[src/rtl/ysyx_041461_pipe_ctrl.sv]
// Hazard and stall controller for the 5-stage ysyx_041461 pipeline: per-stage load/bubble control and next-PC select.
// Optional performance counters are enabled by defining YSYX_041461_PERF_CNT_EN.
module ysyx_041461_pipe_ctrl #(
  parameter int TIMEOUT = 255
) (
  input  logic        clk,
  input  logic        rst,
  input  logic        if_ready,
  input  logic [4:0]  id_rs1,
  input  logic [4:0]  id_rs2,
  input  logic        id_use_rs1,
  input  logic        id_use_rs2,
  input  logic        exe_valid,
  input  logic        exe_is_load,
  input  logic [4:0]  exe_rd,
  input  logic        exe_busy,
  input  logic        exe_redirect,
  input  logic        mem_valid,
  input  logic        mem_req,
  input  logic        mem_ack,
  input  logic        mem_trap,
  output logic        pc_en,
  output logic        ifreg_en,
  output logic        idreg_en,
  output logic        exereg_en,
  output logic        memreg_en,
  output logic        wbreg_en,
  output logic        idreg_bubble,
  output logic        exereg_bubble,
  output logic        memreg_bubble,
  output logic        wbreg_bubble,
  output logic [1:0]  pc_sel,
  output logic        mem_timeout
`ifdef YSYX_041461_PERF_CNT_EN
  ,
  output logic [63:0] stall_cycles,
  output logic [63:0] flush_cnt
`endif
);

  typedef enum logic {
    RUN      = 1'b0,
    MEM_WAIT = 1'b1
  } state_e;

  localparam logic [7:0] CNT_LAST = 8'(TIMEOUT - 1);

  state_e     state_q, state_d;
  logic       kill_pend_q, kill_pend_d;
  logic [7:0] cnt_q, cnt_d;

  logic       pc_en_c, ifreg_en_c, idreg_en_c, exereg_en_c, memreg_en_c, wbreg_en_c;
  logic       idreg_bubble_c, exereg_bubble_c, memreg_bubble_c, wbreg_bubble_c;
  logic [1:0] pc_sel_c;
  logic       mem_timeout_c;
  logic       load_use;

  assign load_use = exe_valid && exe_is_load && (exe_rd != 5'd0) &&
                    ((id_use_rs1 && (id_rs1 == exe_rd)) || (id_use_rs2 && (id_rs2 == exe_rd)));

  // Reset only masks the outputs here; the flops see it through their async reset alone.
  always_comb begin
    pc_en_c         = 1'b1;
    ifreg_en_c      = 1'b1;
    idreg_en_c      = 1'b1;
    exereg_en_c     = 1'b1;
    memreg_en_c     = 1'b1;
    wbreg_en_c      = 1'b1;
    idreg_bubble_c  = 1'b0;
    exereg_bubble_c = 1'b0;
    memreg_bubble_c = 1'b0;
    wbreg_bubble_c  = 1'b0;
    pc_sel_c        = 2'b00;
    mem_timeout_c   = 1'b0;
    state_d         = state_q;
    kill_pend_d     = kill_pend_q;
    cnt_d           = cnt_q;
    case (state_q)
      RUN: begin
        if (mem_valid && mem_trap) begin
          pc_sel_c        = 2'b10;
          idreg_bubble_c  = 1'b1;
          exereg_bubble_c = 1'b1;
          memreg_bubble_c = 1'b1;
          kill_pend_d     = !if_ready;
        end else if (mem_valid && mem_req && !mem_ack) begin
          pc_en_c        = 1'b0;
          ifreg_en_c     = 1'b0;
          idreg_en_c     = 1'b0;
          exereg_en_c    = 1'b0;
          memreg_en_c    = 1'b0;
          wbreg_bubble_c = 1'b1;
          state_d        = MEM_WAIT;
          cnt_d          = 8'd0;
        end else if (exe_busy) begin
          pc_en_c         = 1'b0;
          ifreg_en_c      = 1'b0;
          idreg_en_c      = 1'b0;
          exereg_en_c     = 1'b0;
          memreg_bubble_c = 1'b1;
        end else if (exe_redirect) begin
          pc_sel_c        = 2'b01;
          idreg_bubble_c  = 1'b1;
          exereg_bubble_c = 1'b1;
          kill_pend_d     = !if_ready;
        end else if (load_use) begin
          pc_en_c         = 1'b0;
          ifreg_en_c      = 1'b0;
          idreg_en_c      = 1'b0;
          exereg_bubble_c = 1'b1;
        end else if (!if_ready) begin
          pc_en_c        = 1'b0;
          ifreg_en_c     = 1'b0;
          idreg_bubble_c = 1'b1;
        end else if (kill_pend_q) begin
          // The fetch arriving now was issued from the pre-redirect PC, so drop it.
          pc_en_c        = 1'b0;
          idreg_bubble_c = 1'b1;
          kill_pend_d    = 1'b0;
        end
      end
      MEM_WAIT: begin
        if (mem_ack) begin
          state_d = RUN;
        end else if (cnt_q == CNT_LAST) begin
          mem_timeout_c = 1'b1;
          state_d       = RUN;
        end else begin
          pc_en_c        = 1'b0;
          ifreg_en_c     = 1'b0;
          idreg_en_c     = 1'b0;
          exereg_en_c    = 1'b0;
          memreg_en_c    = 1'b0;
          wbreg_bubble_c = 1'b1;
          cnt_d          = cnt_q + 8'd1;
        end
      end
      default: state_d = RUN;
    endcase
  end

  assign {pc_en, ifreg_en, idreg_en, exereg_en, memreg_en, wbreg_en,
          idreg_bubble, exereg_bubble, memreg_bubble, wbreg_bubble,
          pc_sel, mem_timeout} =
         rst ? 13'd0 :
         {pc_en_c, ifreg_en_c, idreg_en_c, exereg_en_c, memreg_en_c, wbreg_en_c,
          idreg_bubble_c, exereg_bubble_c, memreg_bubble_c, wbreg_bubble_c,
          pc_sel_c, mem_timeout_c};

  always_ff @(posedge clk or posedge rst) begin
    if (rst) begin
      state_q     <= RUN;
      kill_pend_q <= 1'b0;
      cnt_q       <= 8'd0;
    end else begin
      state_q     <= state_d;
      kill_pend_q <= kill_pend_d;
      cnt_q       <= cnt_d;
    end
  end

`ifdef YSYX_041461_PERF_CNT_EN
  logic [63:0] stall_cycles_q, stall_cycles_d;
  logic [63:0] flush_cnt_q, flush_cnt_d;

  // A non-zero next-PC select marks exactly the cycles where a redirect or trap is taken.
  always_comb begin
    stall_cycles_d = stall_cycles_q + 64'(!pc_en_c);
    flush_cnt_d    = flush_cnt_q + 64'(pc_sel_c != 2'b00);
  end

  always_ff @(posedge clk or posedge rst) begin
    if (rst) begin
      stall_cycles_q <= 64'd0;
      flush_cnt_q    <= 64'd0;
    end else begin
      stall_cycles_q <= stall_cycles_d;
      flush_cnt_q    <= flush_cnt_d;
    end
  end

  assign stall_cycles = stall_cycles_q;
  assign flush_cnt    = flush_cnt_q;
`endif

endmodule
[config.mk]
export PLATFORM = sky130hd
export DESIGN_NAME = ysyx_041461_pipe_ctrl
export DESIGN_NICKNAME = d
export VERILOG_FILES = /design/src/rtl/ysyx_041461_pipe_ctrl.sv
export SDC_FILE = /design/constraint.sdc
export NUM_CORES = 1
export LEC_CHECK = 0
export ABC_AREA = 1
export ABC_CLOCK_PERIOD_IN_PS = 1200
export CORE_MARGIN = 8
export CORE_UTILIZATION = 38
export DETAILED_ROUTE_END_ITERATION = 16
export GPL_TIMING_DRIVEN = 0
export PLACE_DENSITY = 0.82
export RECOVER_POWER = 25
export SLEW_MARGIN = 20
export SYNTH_ARGS = -nofsm -noshare
export SYNTH_HDL_FRONTEND = slang
export SYNTH_SLANG_ARGS = --single-unit
export TNS_END_PERCENT = 10
[constraint.sdc]
create_clock -name clk -period 1.2 [get_ports clk]
set_input_delay 0.12 -clock clk [delete_from_list [all_inputs] [get_ports clk]]
set_output_delay 0.12 -clock clk [all_outputs]
set_load 0.02 [all_outputs]
==> results of run 1 <==
## state kept, by name (all words and copies together) (netlist names)
| signal | count |
|---|---|
| cnt_q | 8 |
| kill_pend_q | 1 |
| state_q | 1 |
## cell usage after synthesis
master | count | area (sq um)
nor2_1 | 20 | 75.1
o22ai_1 | 1 | 6.26
a21oi_1 | 3 | 15.0
dfrtp_1 | 10 | 250
nand4_1 | 2 | 12.5
inv_2 | 3 | 11.3
o21ai_2 | 2 | 17.5
inv_1 | 29 | 109
ha_1 | 2 | 25.0
clkinv_8 | 1 | 16.3
a31o_2 | 1 | 8.76
nand4_2 | 1 | 12.5
buf_2 | 1 | 5.00
a21oi_2 | 1 | 8.76
o21ai_1 | 1 | 5.00
nand3_4 | 1 | 17.5
or2_2 | 1 | 6.26
xor2_1 | 3 | 26.3
nand2_8 | 1 | 20.0
nand2_1 | 60 | 225
o21bai_1 | 2 | 15.0
nor3_1 | 3 | 15.0
nand3_1 | 14 | 70.1
nor3_2 | 2 | 20.0
## final cells by class
class | instances | area (sq um) | area share [%]
multi-input combinational | 121 | 726 | 42.1
timing repair buffer | 54 | 524 | 30.4
sequential | 10 | 251 | 14.6
inverter | 33 | 140 | 8.13
tap | 30 | 37.5 | 2.18
clock buffer | 4 | 36.3 | 2.11
buffer | 1 | 7.51 | 0.436
## placed cells by master (no fill, tap or decap), drive strengths merged, types with 2 or more instances in the layout
| cell | count |
|---|---|
| clkdlybuf4s50 | 23 |
| dlygate4sd3 | 2 |
| dlymetal6s2s | 3 |
| nor3 | 5 |
| a21oi | 4 |
| o21bai | 2 |
| dfrtp | 10 |
| nand3 | 15 |
| clkbuf | 5 |
| inv | 31 |
| nor2 | 20 |
| xor2 | 3 |
| nand2 | 61 |
| o21ai | 3 |
| nand4 | 3 |
| ha | 2 |
| buf | 25 |
## worst max-delay path, delay by kind of cell, from the launching register on
kind,cells,cell delay (ns)
flops,1,0.41
simple gates,2,0.40
compound gates,2,0.34
buf+inv,2,0.20
## per-layer routing
layer  vias to the layer above  global-route usage, %  wire length, um
met4                         0                   3.92               33
met5                         -                      0                0
met3                         5                   3.97              213
met2                        29                   23.7             1490
li1                        627                      -                -
met1                       517                   16.6             1370
## worst max path at each step
stage / cells past startpoint / slack [ns] / startpoint / endpoint
6_report: 6 / -0.56 / cnt_q[5]$_DFFE_PP0P_ / ifreg_en
5_1_grt: 6 / -0.63 / cnt_q[5]$_DFFE_PP0P_ / ifreg_en
4_1_cts: 5 / -0.62 / cnt_q[3]$_DFFE_PP0P_ / mem_timeout
3_5_place_dp: 6 / -1.22 / rst / ifreg_en
3_3_place_gp: 7 / -1.20 / rst / idreg_en
2_1_floorplan: 6 / -0.1 / cnt_q[2]$_DFFE_PP0P_ / memreg_en
## logic make-up (layout without fill, tap and decap cells)
| kind of cell | Yosys count | count (layout) | synth area share [%] |
|---|---|---|---|
| xor gates and xnor gates | 3 | 3 | 2.65 |
| and+or+nand+nor | 105 | 105 | 47.7 |
| adders and majority gates | 2 | 2 | 2.52 |
| DFF | 10 | 10 | 25.2 |
| AOI/OAI and AO/OA | 11 | 11 | 7.68 |
| buffers and inverters | 34 | 92 | 14.2 |
## repair_timing
item	in CTS	in global routing
resized for setup	83	23
pin swaps	10	4
endpoints found under the setup margin	23	23
cloned	0	0
hold buffers	2	1
hold endpoints to repair	4	1
setup buffers	8	3
## power by group through the flow
| stage | sequential (mW) | combinational [mW] | clock, mW |
|---|---|---|---|
| 2_1_floorplan | 0.398 | 0.279 | 0 |
| 3_3_place_gp | 0.402 | 0.474 | 0 |
| 3_5_place_dp | 0.405 | 0.485 | 0 |
| 4_1_cts | 0.399 | 0.534 | 0.320 |
| 5_1_grt | 0.403 | 0.623 | 0.343 |
| 6_report | 0.399 | 0.571 | 0.318 |
## stage by stage
step	hold WS (ns)	total power [mW]	setup TNS [ns]
global placement	0.460	0.876	-15.10
detailed placement	0.474	0.890	-15.40
finish	0.182	1.29	-7.12
floorplan	0.0525	0.678	-0.993
global route	0.201	1.37	-8.53
CTS	0.405	1.25	-8.46
==> key figures, run 1 <==
Run status
  • Outcome: finished, violations left
  • Failing checks: setup timing

Power and ir drop
  • Clk pwr share: 24.7%
  • P_sw: 0.458 mW
  • Power Density: between 700 and 800 nW/um^2
  • Peak supply drop: approximately 0.00083 V
  • Internal power: slightly above 0.8 mW
  • Leakage power: 0.937 nW
  • Sw Ratio: a little over a third
  • Sequential share of power: 31.0%
  • Comb pwr share: 44.3%

Min path
  • Hold Path Class: input pin to async pin

Drt
  • WL/cell: 12.3 um
  • Routed wire length: 3.11 mm
  • DR DRC count: 0
  • Vias/cell: between 4 and 5
  • Post-DRT Antenna Nets: 0
  • Via count: approximately 1200
  • TritonRoute pass-1 iters: 4
  • Iteration-0 DRC Markers: 44

CTS
  • Reg clk slew, reported paths: 0.07 ns
  • CTS tree: done
  • Clock root buffer: clkbuf_4
  • TritonCTS Sinks: 10
  • CTS buffer count: 3
  • H-tree levels: 1
  • Worst-Skew Late Latency: roughly 0.28 ns
  • CTS Buffer Depth: 2

STA
  • RSZ-0062 raised after global routing: yes
  • Final Hold Fails: 0
  • Slew margin rel.: about four fifths
  • Final setup fails: 22
  • Max Slew Vio Count: 0
  • Least-Margin Pin Slew: approximately 0.30 ns
  • Setup Skew: between 0.0008 and 0.0009 ns
  • Final Cycle Share: 146%
  • Fmax: about 0.57 GHz
  • Final Worst Setup Slack: -0.555 ns
  • Tmin final: ~1.8 ns

Worst setup path
  • Cells along the critical path: inv_2, nor3_4, nand4_4, a21oi_4, o21bai_2, buf_6
  • Worst-path maximum fanout: 4
  • CP arrival: around 1.6 ns
  • Register-to-Register Setup Slack: -0.29 ns
  • CP max-delay cell: dfrtp_1
  • Worst r2r src: cnt_q[5]$_DFFE_PP0P_
  • Reg2reg path depth: 9
  • Largest stage delay, worst path: around 0.4 ns
  • Crit Reg-Reg Endpoint: cnt_q[5]$_DFFE_PP0P_
  • CP Class: register to primary output
  • WP data required: 1.08 ns
  • Crit path launch type: register
  • CP Capture Type: primary output

Synthesis
  • Post-Syn Instances: approximately 170
  • Synthesized area per cell: approximately 6 sq um
  • Cell Area, Synth: between 900 and 1000 sq um
  • Synth unique cells: 24
  • Yosys warnings: 0
  • Synthesized flop and latch total: 10
  • Syn Nets: 195
  • Seq/Total Area, Yosys: between 20% and 30%

Cells and area
  • Finished Core Util: slightly below 70%
  • Nets: ~250
  • Filler instances: 198
  • Layout Cells excl Fill: about 250
  • Share of layout cells above drive strength 1: between 30 and 40%
  • Antenna Cells: 0
  • Post-route cell area: approximately 1700 sq um
  • Area growth syn-to-layout: 73.4%

Placed design
  • Hpwl dp: 2.24 mm
  • RePlAce Congestion: 0.851
  • PortBufs: 40
  • Placed instance count: about 240
  • Area post-placement: between 1000 and 1500 sq um
  • Pre-CTS WS: -1.22 ns

Job
  • Number of max-cap violations: 0

Global routing
  • GRT overflow: 0
  • Global-route wire length before repair: ~4.9 mm
  • Initial antenna violation count: 0
  • Pin count of the biggest net entering global routing: 10
  • Vias in the first global route: about 1100
  • All-Layer GR Usage: 13.9%

Die
  • Starting Density: about 40%
  • DIE HEIGHT: between 60 and 70 um
  • Core area: 2480 sq um
  • Die ar.: around 4500 sq um
  • Chip Width: between 60 and 70 um
  • # rows: 18
  • Ports: 41
No activity file was read; power rests on OpenSTA's default activity.
==> run 2: changes to the inputs <==
--- a/config.mk
+++ b/config.mk
@@ -7,12 +7,12 @@
 export LEC_CHECK = 0
 export ABC_AREA = 1
 export ABC_CLOCK_PERIOD_IN_PS = 1200
-export CORE_MARGIN = 8
 export CORE_UTILIZATION = 38
 export DETAILED_ROUTE_END_ITERATION = 16
 export GPL_TIMING_DRIVEN = 0
 export PLACE_DENSITY = 0.82
 export RECOVER_POWER = 25
+export REMOVE_ABC_BUFFERS = 1
 export SLEW_MARGIN = 20
 export SYNTH_ARGS = -nofsm -noshare
 export SYNTH_HDL_FRONTEND = slang
==> run 2 against run 1 <==
  * The flow still finishes with violations (setup timing)
  * Count of clock-buffer cells in the layout is the same
  * Non-clock buffer count grew 5
  * Sequential power grew 3%
  * Flip-flop and latch count is the same
  * Clock skew is essentially flat
  * Fmax shrank 2.0%
  * Power grew 1.9%
  * Die area shrank 37%
  * Worst hold slack gained 0.017 ns
  * Final area grew 1.7%
  * Critical endpoint is now mem_timeout
  * Largest power group unchanged
==> key figures, run 2 (synthesis gave the netlist of run 1 again) <==
Die
  • Starting Density: 40.1% (unchanged)
  • Core area: 2480 sq um (unchanged)
  • # rows: 18 (unchanged)
  • Ports: 41 (unchanged)
  • Die ar.: 2820 sq um (was 4510 sq um)
  • DIE HEIGHT: 53.1 um (was 67.1 um)
  • Chip Width: 53.1 um (was 67.1 um)

Cells and area
  • Filler instances: 192 (was 198)
  • Largest reg by FF count: cnt_q (unchanged)
  • Max FFs per register: 8 (unchanged)
  • Finished Core Util: 70.7% (was 69.5%)
  • Share of layout cells above drive strength 1: 32.5% (was 32.7%)
  • Register area: 253 sq um (was 251 sq um)
  • Multi-input logic area: 713 sq um (was 726 sq um)
  • Area growth syn-to-layout: 76.3% (was 73.4%)
  • Commonest non-fill, non-tap cells in the layout: nand2_1 (55), inv_1 (25), buf_4 (21), nor2_1 (17), clkdlybuf4s50_1 (16) (was nand2_1 (54), inv_1 (23), clkdlybuf4s50_1 (23), nor2_1 (16), buf_4 (15))
  • Most common cell after layout, fill and taps aside: nand2_1 (unchanged)
  • Antenna Cells: 0 (unchanged)
  • Biggest regs: cnt_q (8), kill_pend_q (1), state_q (1) (unchanged)
  • Nets: 259 (was 254)

Drt
  • DR DRC count: 0 (unchanged)
  • Metal2 WL: 1.49 mm (unchanged)
  • WL/cell: 11.2 um (was 12.3 um)
  • Post-DRT Antenna Nets: 0 (unchanged)
  • Vias/cell: 4.84 (was 4.66)
  • Routed wire length: 2.89 mm (was 3.11 mm)
  • Via count: 1249 (was 1178)
  • TritonRoute pass-1 iters: 4 (unchanged)
  • Met1 Wirelength: 1.23 mm (was 1.37 mm)
  • Iteration-0 DRC Markers: 27 (was 44)
  • Uppermost routed layer: met4 (unchanged)
  • Detailed-routed wire length on met3: 138 um (was 213 um)

STA
  • Max Slew Vio Count: 0 (unchanged)
  • Final Hold Fails: 0 (unchanged)
  • Tmin final: 1.79 ns (was 1.76 ns)
  • Final setup fails: 22 (unchanged)
  • Final Worst Setup Slack: -0.591 ns (was -0.555 ns)
  • Setup Skew: 0.000618 ns (was 0.000894 ns)
  • Final Cycle Share: 149% (was 146%)
  • Slew margin rel.: 82.3% (was 80.2%)
  • RSZ-0062 raised after global routing: yes (unchanged)
  • Least-Margin Pin Slew: 0.265 ns (was 0.296 ns)
  • Fmax: 0.558 GHz (was 0.570 GHz)

Power and ir drop
  • Power Total: 1.31 mW (was 1.29 mW)
  • Peak supply drop: 0.000626 V (was 0.000826 V)
  • Sequential share of power: 31.1% (was 31.0%)
  • Sw Ratio: 35.7% (was 35.5%)
  • Internal power: 0.843 mW (was 0.831 mW)
  • Clk pwr share: 24.6% (was 24.7%)
  • Comb pwr share: 44.3% (about the same)
  • Power Density: 749 nW/um^2 (was 748 nW/um^2)
  • Leakage power: 0.980 nW (was 0.937 nW)
  • P_sw: 0.469 mW (was 0.458 mW)

Worst setup path
  • Worst r2r src: cnt_q[3]$_DFFE_PP0P_ (was cnt_q[5]$_DFFE_PP0P_)
  • Worst path most repeated cell: buf_4
  • Worst-path maximum fanout: 3 (was 4)
  • CP Class: register to primary output (unchanged)
  • WP data required: 1.08 ns (about the same)
  • CP Capture Type: primary output (unchanged)
  • Cells along the critical path: nand2_2, nor3_4, nand4_4, buf_4, nor3_2, buf_4 (was inv_2, nor3_4, nand4_4, a21oi_4, o21bai_2, buf_6)
  • Crit Reg-Reg Endpoint: cnt_q[3]$_DFFE_PP0P_ (was cnt_q[5]$_DFFE_PP0P_)
  • Register-to-Register Setup Slack: -0.46 ns (was -0.29 ns)
  • Crit path launch type: register (unchanged)
  • Largest stage delay, worst path: 0.42 ns (was 0.41 ns)
  • CP max-delay cell: dfrtp_1 (unchanged)
  • CP arrival: 1.67 ns (was 1.64 ns)
  • Reg2reg path depth: 11 (was 9)

Global routing
  • Pin count of the biggest net entering global routing: 10 (unchanged)
  • Initial antenna violation count: 0 (unchanged)
  • GRT overflow: 0 (unchanged)
  • All-Layer GR Usage: 19.1% (was 13.9%)
  • Vias in the first global route: 1008 (was 1087)
  • Global-route wire length before repair: 3.99 mm (was 4.88 mm)

CTS
  • CTS tree: done (unchanged)
  • CTS buffer count: 3 (unchanged)
  • H-tree levels: 1 (unchanged)
  • Clock root buffer: clkbuf_4 (unchanged)
  • CTS Buffer Depth: 2 (unchanged)
  • Hold-fix buffers, CTS: 0 (was 2)
  • Worst-Skew Late Latency: 0.28 ns (about the same)
  • TritonCTS Sinks: 10 (unchanged)
  • Reg clk slew, reported paths: 0.07 ns (about the same)

Placed design
  • RePlAce Congestion: 0.815 (was 0.851)
  • Hpwl dp: 1.80 mm (was 2.24 mm)
  • Pre-CTS WS: -1.10 ns (was -1.22 ns)
  • PortBufs: 40 (unchanged)

Min path
  • Hold Path Class: input pin to async pin (unchanged)

Run status
  • Failing checks: setup timing (unchanged)
  • Outcome: finished, violations left (unchanged)

Job
  • Number of max-cap violations: 0 (unchanged)
==> run 2: cell count changes in the layout (fill, tap and decap cells not counted), sizes merged <==
cell,before,now
dlygate4sd2,0,6
dlygate4sd3,2,0
clkdlybuf4s15,0,2
buf,25,29
clkbuf,5,4
clkdlybuf4s50,23,16
dlymetal6s2s,3,6
==> run 2: area by class of cell <==
type	instances	area share (%)
well taps	30	2.14
clock buffers	4	2.07
multi-input cells	121	40.7
inverters	33	8.00
flip-flops and latches	10	14.4
repair buffers	60	32.6
==> run 2: repair_timing <==
item / 4_1_cts / 5_1_grt
setup buffers: 10 / 10
gates resized for setup: 77 / 28
endpoints found under the setup margin: 23 / 22
pin swaps: 4 / 12
==> run 2: how the worst max path moves through the flow <==
stage,from,endpoint,slack [ns],cells past startpoint
final,cnt_q[3]$_DFFE_PP0P_,mem_timeout,-0.59,6
after global routing,cnt_q[3]$_DFFE_PP0P_,ifreg_en,-0.65,6
after CTS,cnt_q[2]$_DFFE_PP0P_,wbreg_bubble,-0.53,8
after detailed placement,rst,ifreg_en,-1.10,6
after global placement,rst,ifreg_en,-1.09,6
after floorplan,state_q$_DFF_PP0_,memreg_bubble,-0.24,2
==> run 2: power by group through the flow <==
stage                     sequential (mW)  combinational [mW]  clock (mW)
after detailed placement            0.411               0.435           0
final                               0.409               0.581       0.323
after CTS                           0.405               0.503       0.320
after global placement              0.409               0.429           0
after floorplan                     0.402               0.247           0
after global routing                0.413               0.629       0.337
==> run 2: through the flow <==
stage | cells | TNS, ns | cell area (sq um) | hold WS, ns
3_3_place_gp | 234 | -14.13 | 1430 | 0.467
2_1_floorplan | 164 | -1.62 | 988 | 0.0525
5_1_grt | 258 | -9.62 | 1750 | 0.237
6_report | 258 | -8.24 | 1750 | 0.199
4_1_cts | 248 | -6.81 | 1580 | 0.105
3_5_place_dp | 234 | -14.60 | 1430 | 0.478
==> run 2: worst max-delay path, delay by kind of cell, from the launching register on <==
family | cells | cell delay [ns]
buffers and inverters | 2 | 0.34
DFF | 1 | 0.42
and+or+nand+nor | 4 | 0.63
==> run 2: metal layers <==
metal / vias up / track usage, %
met5: - / 0
met4: 0 / 3.95
met3: 5 / 2.30
met2: 42 / 36.1
met1: 564 / 22.7
li1: 638 / -
==> run 3: changes to the inputs <==
--- a/config.mk
+++ b/config.mk
@@ -8,13 +8,13 @@
 export ABC_AREA = 1
 export ABC_CLOCK_PERIOD_IN_PS = 1200
 export CORE_UTILIZATION = 38
+export CTS_CLUSTER_SIZE = 20
 export DETAILED_ROUTE_END_ITERATION = 16
 export GPL_TIMING_DRIVEN = 0
 export PLACE_DENSITY = 0.82
 export RECOVER_POWER = 25
 export REMOVE_ABC_BUFFERS = 1
-export SLEW_MARGIN = 20
+export SLEW_MARGIN = 25
 export SYNTH_ARGS = -nofsm -noshare
 export SYNTH_HDL_FRONTEND = slang
 export SYNTH_SLANG_ARGS = --single-unit
-export TNS_END_PERCENT = 10
==> run 3 against run 2 <==
  * The run still ends with setup timing left
  * Via count rose by 14%
  * Final area is 7.3% higher
  * Flip-flop and latch count unchanged
  * Sequential power hardly changed
  * Combinational power increased by 18%
  * Highest routed layer unchanged
  * Largest cell class unchanged
==> key figures, run 3 (synthesis gave the netlist of run 1 again) <==
Worst setup path
  • Cells along the critical path: inv_2, nor3_4, nand4_4, nand3_4, nand2_8, nor2_4, buf_6 (was nand2_2, nor3_4, nand4_4, buf_4, nor3_2, buf_4)
  • Crit. Startpoint: cnt_q[5]$_DFFE_PP0P_ (was cnt_q[3]$_DFFE_PP0P_)
  • CP max-delay cell: dfrtp_1 (unchanged)
  • Reg2reg path depth: 12 (was 11)
  • Register-to-Register Setup Slack: -0.57 ns (was -0.46 ns)
  • WP data required: 1.08 ns (about the same)
  • Crit path launch type: register (unchanged)
  • CP arrival: 1.68 ns (was 1.67 ns)
  • Worst r2r src: cnt_q[5]$_DFFE_PP0P_ (was cnt_q[3]$_DFFE_PP0P_)
  • Crit Reg-Reg Endpoint: cnt_q[3]$_DFFE_PP0P_ (unchanged)
  • Largest stage delay, worst path: 0.40 ns (was 0.42 ns)
  • CP Class: register to primary output (unchanged)
  • CP Capture Type: primary output (unchanged)
  • Setup crit end: memreg_en (was mem_timeout)
  • Worst-path maximum fanout: 4 (was 3)

Placed design
  • Hpwl dp: 1.80 mm (unchanged)
  • Placed instance count: 234 (unchanged)
  • RePlAce Congestion: 0.815 (unchanged)
  • PortBufs: 40 (unchanged)

Die
  • Core area: 2480 sq um (unchanged)
  • DIE HEIGHT: 53.1 um (unchanged)
  • Ports: 41 (unchanged)
  • Starting Density: 40.1% (unchanged)
  • # rows: 18 (unchanged)
  • Chip Width: 53.1 um (unchanged)
  • Die ar.: 2820 sq um (unchanged)

Cells and area
  • Largest reg by FF count: cnt_q (unchanged)
  • Most common cell after layout, fill and taps aside: nand2_1 (unchanged)
  • Area growth syn-to-layout: 89.2% (was 76.3%)
  • Share of layout cells above drive strength 1: 48.2% (was 32.5%)
  • Antenna Cells: 0 (unchanged)
  • Layout Cells excl Fill: 275 (was 258)
  • Nets: 276 (was 259)
  • Filler instances: 159 (was 192)
  • Max FFs per register: 8 (unchanged)
  • Biggest regs: cnt_q (8), kill_pend_q (1), state_q (1) (unchanged)
  • Commonest non-fill, non-tap cells in the layout: nand2_1 (49), buf_4 (33), inv_1 (21), nor2_1 (16), buf_6 (15) (was nand2_1 (55), inv_1 (25), buf_4 (21), nor2_1 (17), clkdlybuf4s50_1 (16))

STA
  • Fmax: 0.556 GHz (was 0.558 GHz)
  • Final Worst Setup Slack: -0.600 ns (was -0.591 ns)
  • Final Cycle Share: 150% (was 149%)
  • Slew margin rel.: 83.4% (was 82.3%)
  • Setup TNS: -9.46 ns (was -8.24 ns)
  • Tmin final: 1.80 ns (was 1.79 ns)
  • Final setup fails: 21 (was 22)
  • Final Hold Fails: 0 (unchanged)
  • Max Slew Vio Count: 0 (unchanged)
  • RSZ-0062 raised after global routing: yes (unchanged)
  • Least-Margin Pin Slew: 0.249 ns (was 0.265 ns)
  • Setup Skew: 0.00631 ns (was 0.000618 ns)

CTS
  • CTS buffer count: 3 (unchanged)
  • Clock root buffer: clkbuf_4 (unchanged)
  • CTS Buffer Depth: 2 (unchanged)
  • CTS tree: done (unchanged)
  • TritonCTS Sinks: 10 (unchanged)
  • Reg clk slew, reported paths: 0.08 ns (was 0.07 ns)
  • H-tree levels: 1 (unchanged)
  • Worst-Skew Late Latency: 0.28 ns (about the same)

Power and ir drop
  • Peak supply drop: 0.000659 V (was 0.000626 V)
  • Power Density: 758 nW/um^2 (was 749 nW/um^2)
  • Power Total: 1.42 mW (was 1.31 mW)
  • Leakage power: 1.04 nW (was 0.980 nW)

Drt
  • Vias/cell: 5.17 (was 4.84)
  • DR DRC count: 0 (unchanged)
  • Via count: 1423 (was 1249)
  • Iteration-0 DRC Markers: 58 (was 27)
  • Routed wire length: 4.30 mm (was 2.89 mm)
  • WL/cell: 15.6 um (was 11.2 um)
  • TritonRoute pass-1 iters: 5 (was 4)
  • Post-DRT Antenna Nets: 0 (unchanged)

Global routing
  • Global-route wire length before repair: 5.25 mm (was 3.99 mm)
  • Vias in the first global route: 1229 (was 1008)
  • All-Layer GR Usage: 25.4% (was 19.1%)
  • GRT overflow: 0 (unchanged)
  • Initial antenna violation count: 0 (unchanged)
  • Pin count of the biggest net entering global routing: 8 (was 10)

Min path
  • Hold Path Class: input pin to async pin (unchanged)

Job
  • Number of max-cap violations: 0 (unchanged)

Run status
  • Outcome: finished, violations left (unchanged)
  • Failing checks: setup timing (unchanged)
## run 3: what timing repair did
action                                 4_1_cts  5_1_grt
setup buffers                               30        8
setup endpoints to repair                   23       23
resized for setup                          181       23
endpoints found under the hold margin        0        4
pin swaps                                   40       18
hold buffers                                 0        1
## run 3: cell type report
class                      instances  area (sq um)  area share, %
multi-input combinational        121           774           41.2
timing repair buffer              77           639           34.0
sequential                        10           251           13.4
inverter                          33           140           7.46
tap                               30          37.5           2.00
clock buffer                       4          36.3           1.93
## run 3: metal layers
| layer | up-vias | track usage, % | part of all wire, % |
|---|---|---|---|
| met3 | 11 | 4.31 | 7.0 |
| li1 | 666 | - | - |
| met2 | 86 | 45.6 | 51 |
| met5 | - | 0 | 0 |
| met4 | 0 | 7.89 | 1.7 |
| met1 | 660 | 30.2 | 41 |
## run 3: critical path, delay by kind of cell, from the launching register on
kind | cells | cell delay [ns]
buffers and inverters | 2 | 0.20
DFF | 1 | 0.40
and+or+nand+nor | 5 | 0.80
## run 3: through the flow
| step | hold slack [ns] | setup WS [ns] | util, % | cell area, sq um |
|---|---|---|---|---|
| 4_1_cts | 0.119 | -0.491 | 71.2 | 1760 |
| 6_report | 0.0710 | -0.600 | 75.9 | 1880 |
| 3_5_place_dp | 0.478 | -1.10 | 57.6 | 1430 |
| 2_1_floorplan | 0.0525 | -0.243 | - | 988 |
| 5_1_grt | 0.0774 | -0.621 | 75.9 | 1880 |
| 3_3_place_gp | 0.467 | -1.09 | 57.6 | 1430 |
## run 3: worst min-delay path by stage
stage,cells after the start,from,to,slack [ns]
detailed placement,2,kill_pend_q$_DFFE_PP0P_,kill_pend_q$_DFFE_PP0P_,0.48
global placement,2,kill_pend_q$_DFFE_PP0P_,kill_pend_q$_DFFE_PP0P_,0.47
finish,4,rst,cnt_q[7]$_DFFE_PP0P_,0.07
floorplan,1,rst,cnt_q[0]$_DFFE_PP0P_,0.05
CTS,3,rst,kill_pend_q$_DFFE_PP0P_,0.12
global route,4,rst,cnt_q[6]$_DFFE_PP0P_,0.08
## run 3: power breakdown
group	total [mW]	leakage [nW]	internal, mW	switching [mW]
clock	0.331	0.0210	0.185	0.146
sequential	0.410	0.134	0.371	0.0386
combinational	0.684	0.883	0.316	0.368
total	1.42	1.04	0.872	0.552
